[config.mk]
export PLATFORM = sky130hd
export DESIGN_NAME = mat_loader
export DESIGN_NICKNAME = d
export VERILOG_FILES = /design/src/rtl/mat_pkg.sv /design/src/rtl/mat_loader.sv
export SDC_FILE = /design/constraint.sdc
export NUM_CORES = 1
export LEC_CHECK = 0
export ABC_AREA = 1
export ABC_CLOCK_PERIOD_IN_PS = 2400
export BUFFER_PORTS_ARGS = -buffer_cell sky130_fd_sc_hd__buf_2
export CAP_MARGIN = 25
export CORE_MARGIN = 8
export CORE_UTILIZATION = 49
export CTS_BUF_LIST = sky130_fd_sc_hd__clkbuf_4 sky130_fd_sc_hd__clkbuf_8
export DETAILED_ROUTE_END_ITERATION = 8
export PLACE_DENSITY = 0.89
export SLEW_MARGIN = 10
export SYNTH_ARGS = -nofsm -noshare
export SYNTH_HDL_FRONTEND = slang
export SYNTH_SLANG_ARGS = --single-unit
[constraint.sdc]
create_clock -name clk -period 2.4 [get_ports clk]
set_input_delay 0.48 -clock clk [delete_from_list [all_inputs] [get_ports clk]]
set_output_delay 0.48 -clock clk [all_outputs]
set_load 0.05 [all_outputs]
[src/rtl/mat_pkg.sv]
// Shared types and index helpers for the matrix operand loader and its mat_mult consumer.
// Matrices are carried as unpacked int [0:N-1][0:N-1] arrays, sized by each module's own N.
package mat_pkg;

  typedef enum logic [2:0] {
    ST_IDLE,
    ST_LOAD_A,
    ST_LOAD_B,
    ST_RUN,
    ST_DONE
  } loader_state_e;

  // Row-major element index to row / column of an n x n matrix.
  function automatic int idx_row(input int idx, input int n);
    return idx / n;
  endfunction

  function automatic int idx_col(input int idx, input int n);
    return idx % n;
  endfunction

endpackage

[src/rtl/mat_loader.sv]
// Streams A then B (row-major) into two int operand arrays, B stored transposed,
// then holds them stable while asserting mat_mult's enable for RUN_CYCLES cycles.
module mat_loader
  import mat_pkg::*;
#(
  parameter int N          = 2,
  parameter int DW         = 8,
  parameter int RUN_CYCLES = 4
) (
  input  logic                 clk,
  input  logic                 reset,
  input  logic                 start,
  input  logic                 in_valid,
  input  logic signed [DW-1:0] in_data,
  output logic                 in_ready,
  output logic                 busy,
  output logic                 enable,
  output logic                 done,
  output int                   mat1 [0:N-1][0:N-1],
  output int                   mat2 [0:N-1][0:N-1]
);

  localparam int CW  = (N * N > 1) ? $clog2(N * N) : 1;
  localparam int RCW = (RUN_CYCLES > 1) ? $clog2(RUN_CYCLES) : 1;
  localparam int IW  = (N > 1) ? $clog2(N) : 1;
  localparam logic [CW-1:0]  LAST_IDX = CW'(N * N - 1);
  localparam logic [RCW-1:0] LAST_RUN = RCW'(RUN_CYCLES - 1);

  loader_state_e  state_reg, state_next;
  logic [CW-1:0]  cnt_reg;
  logic [RCW-1:0] run_cnt_reg;
  logic           enable_reg;
  logic           done_reg;
  logic           xfer;
  logic           last_elem;
  logic [IW-1:0]  row;
  logic [IW-1:0]  col;

  assign in_ready  = (state_reg == ST_LOAD_A) || (state_reg == ST_LOAD_B);
  assign busy      = (state_reg != ST_IDLE);
  assign enable    = enable_reg;
  assign done      = done_reg;

  assign xfer      = in_valid && in_ready;
  assign last_elem = (cnt_reg == LAST_IDX);
  assign row       = IW'(idx_row(int'(cnt_reg), N));
  assign col       = IW'(idx_col(int'(cnt_reg), N));

  always_comb begin
    state_next = state_reg;
    unique case (state_reg)
      ST_IDLE:   if (start) state_next = ST_LOAD_A;
      ST_LOAD_A: if (xfer && last_elem) state_next = ST_LOAD_B;
      ST_LOAD_B: if (xfer && last_elem) state_next = ST_RUN;
      ST_RUN:    if (run_cnt_reg == LAST_RUN) state_next = ST_DONE;
      ST_DONE:   state_next = ST_IDLE;
      default:   state_next = ST_IDLE;
    endcase
  end

  always_ff @(posedge clk) begin
    if (!reset) begin
      state_reg   <= ST_IDLE;
      cnt_reg     <= '0;
      run_cnt_reg <= '0;
      enable_reg  <= 1'b0;
      done_reg    <= 1'b0;
      for (int i = 0; i < N; i++) begin
        for (int j = 0; j < N; j++) begin
          mat1[i][j] <= 0;
          mat2[i][j] <= 0;
        end
      end
    end else begin
      state_reg <= state_next;
      // enable/done are registered copies of the next-state decode so they line up with the state.
      enable_reg <= (state_next == ST_RUN);
      done_reg   <= (state_next == ST_DONE);

      if (state_reg == ST_IDLE && start) begin
        cnt_reg <= '0;
      end else if (xfer) begin
        cnt_reg <= last_elem ? '0 : cnt_reg + CW'(1);
      end

      if (state_reg == ST_RUN) run_cnt_reg <= run_cnt_reg + RCW'(1);
      else                     run_cnt_reg <= '0;

      // B lands transposed so each mat2 row is a column of B.
      if (xfer && state_reg == ST_LOAD_A) mat1[row][col] <= int'(in_data);
      if (xfer && state_reg == ST_LOAD_B) mat2[col][row] <= int'(in_data);
    end
  end

endmodule

==> flow_summary.toml <==
[clock_tree]
post_cts_buffers = 0
cts_root_buffer = "clkbuf_8"
htreeDepth = 3
ctsResizeCount = 0
clkSinkCount = 73
clock_latency_ns = 0.34
numCtsBuffers = 9
clock_path_buffers = 2
path_clk_slew_ns = 0.08
cts_hold_buf = 0
cts_tree = "built"

[grt]
grt_pass1_vias = 3208
grt_util_met3_pct = 5.86
grt.met2_usage_pct = 32.0
grt_first_pass_wirelength_microns = 17800
grt_overflow = 0
grt_max_degree = 38
grt_antenna_before_repair = 0
grt.total_usage_pct = 17.5
use_met1_pct = 18.6
busiest_layer = "met2"

[detailed_routing]
drtIter0Drc = 163
wl_microns = 12000
viasPerCell = 4.29
ant_nets = 0
route.vias.total = 3518
wl_per_cell_microns = 14.6
drc = 0
drt_pass1_iterations = 5

[worst_setup_path]
worstPathArrival_ns = 1.56
worstSetupStartpointType = "register"
path_max_fanout = 8
cp-end-kind = "output port"
worst_ep_required_time_ns = 1.92
critPathKind = "register to output port"

[pwr]
power.clock.fraction_pct = 37.6
seqPwrFrac_pct = 47.9
swShare_pct = 31.6
leakage_nw = 3.13
peakVddDrop_uv = 350
p_switching_w = 0.000818
p_int_w = 0.00177
comb_power_share_pct = 14.5
p_per_area_mw_per_mm2 = 551

[place]
dp_slack_ns = 0.723
portBuffers = 271
gp_congestion = 0.838
place_inst = 804
dpl.hpwl_microns = 8910

[die]
dieArea_sq_mm = 0.0128
io-pin-count = 272
start_util_pct = 50.3
core.rowCount = 35
die_h_microns = 113
core_area_sq_mm = 0.00920
die_x_microns = 113

[timing]
setup_viol = 0
rsz0062_at_grt = "false"
fmax_ghz = 0.490
hold_violations = 0
fin_ws_ns = 0.358
final_max_slew_viol_count = 0
tns_ns = 0
clock_skew_ns = 0.00885
period_share_pct = 85.1
period_needed_ns = 2.04
slew_headroom_pct = 57.1
worstMarginPinSlew_ns = 0.643

[finish]
final_cells = 820
fin_nets = 721
syn2layout_area_growth_pct = 1.79
diodes = 0
drive_gt1_share_pct = 42.9
final_cell_mix = "271 x buf_2, 121 x nand2_1, 120 x nor2_1"
final_common_cell = "buf_2"

[synthesis]
syn_inst = 636
synth_seq_cells = 73
synth.distinct_cells = 22
netlist_area_sq_mm = 0.00462
ys_seq_area_share_pct = 31.6
ys.warnings.count = 0
synth_fp_nets = 653
syn_avg_cell_area_sq_um = 7.27

[run]
drv_cap = 0

[worst_hold_path]
min_path_type = "register to register"

[outcome]
outcome = "complete, no violations"
==> cell usage after synthesis, drive strengths merged <==
cell type  count  area [sq um]
buf          210          1600
nor2         123           484
nand2        121           454
dfxtp         73          1460
inv           62           235
a21oi         12          60.1
o21ai          9          45.0
nand3          7          47.6
clkbuf         6          36.3
nand4          6           128
ha             5          62.6
nor3           1          5.00
or2            1          6.26
==> per-layer routing <==
metal  vias to the layer above  wire length, microns
li1                       1824                     -
met1                      1510                  4560
met2                       170                  6030
met3                        14                  1200
met4                         0                   164
met5                         -                     0
==> layout make-up <==
cell class	count	area [sq um]
fillers	910	4490
flip-flops and latches	73	1460
repair buffers	273	1380
multi-input cells	285	1290
inverters	62	235
well taps	111	139
clock buffers	9	124
clock inverters	7	70.1
==> cells by family after synthesis <==
family / after synthesis / share of synthesized area (%)
buffers and inverters: 278 / 40.4
DFF: 73 / 31.6
AOI/OAI and AO/OA: 21 / 2.27
and+or+nand+nor: 259 / 24.3
adders and majority gates: 5 / 1.35
==> critical path: stages, from the launching register on <==
cell,delay (ns)
dfxtp_1,0.38
nor2_4,0.32
nand2_1,0.08
nand2_1,0.15
buf_2,0.29
==> final timing paths <==
| kind | start | end | slack [ns] | depth (start not counted) |
|---|---|---|---|---|
| worst max-delay path | state_reg[2] | in_ready | 0.36 | 4 |
| worst min-delay path | run_cnt_reg[0] | run_cnt_reg[0] | 0.43 | 1 |
| worst max register to register | cnt_reg[1] | mat1[2] | 1.00 | 7 |
| worst min register to register | run_cnt_reg[0] | run_cnt_reg[0] | 0.43 | 1 |
==> power by group through the flow <==
stage	sequential, W	combinational, W	clock, W
floorplan	0.00131	0.000306	0
global placement	0.00127	0.000378	0
detailed placement	0.00127	0.000379	0
CTS	0.00124	0.000380	0.00100
global route	0.00124	0.000397	0.00105
finish	0.00124	0.000377	0.000975
==> stage by stage <==
stage | power [W] | instance area [sq um] | utilization, % | hold WS, ns
after floorplan | 0.00162 | 4620 | - | 0.399
after global placement | 0.00165 | 4510 | 49.1 | 0.413
after detailed placement | 0.00165 | 4510 | 49.1 | 0.417
after CTS | 0.00262 | 4710 | 51.2 | 0.428
after global routing | 0.00269 | 4710 | 51.2 | 0.445
final | 0.00259 | 4710 | 51.2 | 0.435
Note: power is estimated with default switching activity, not from simulation.
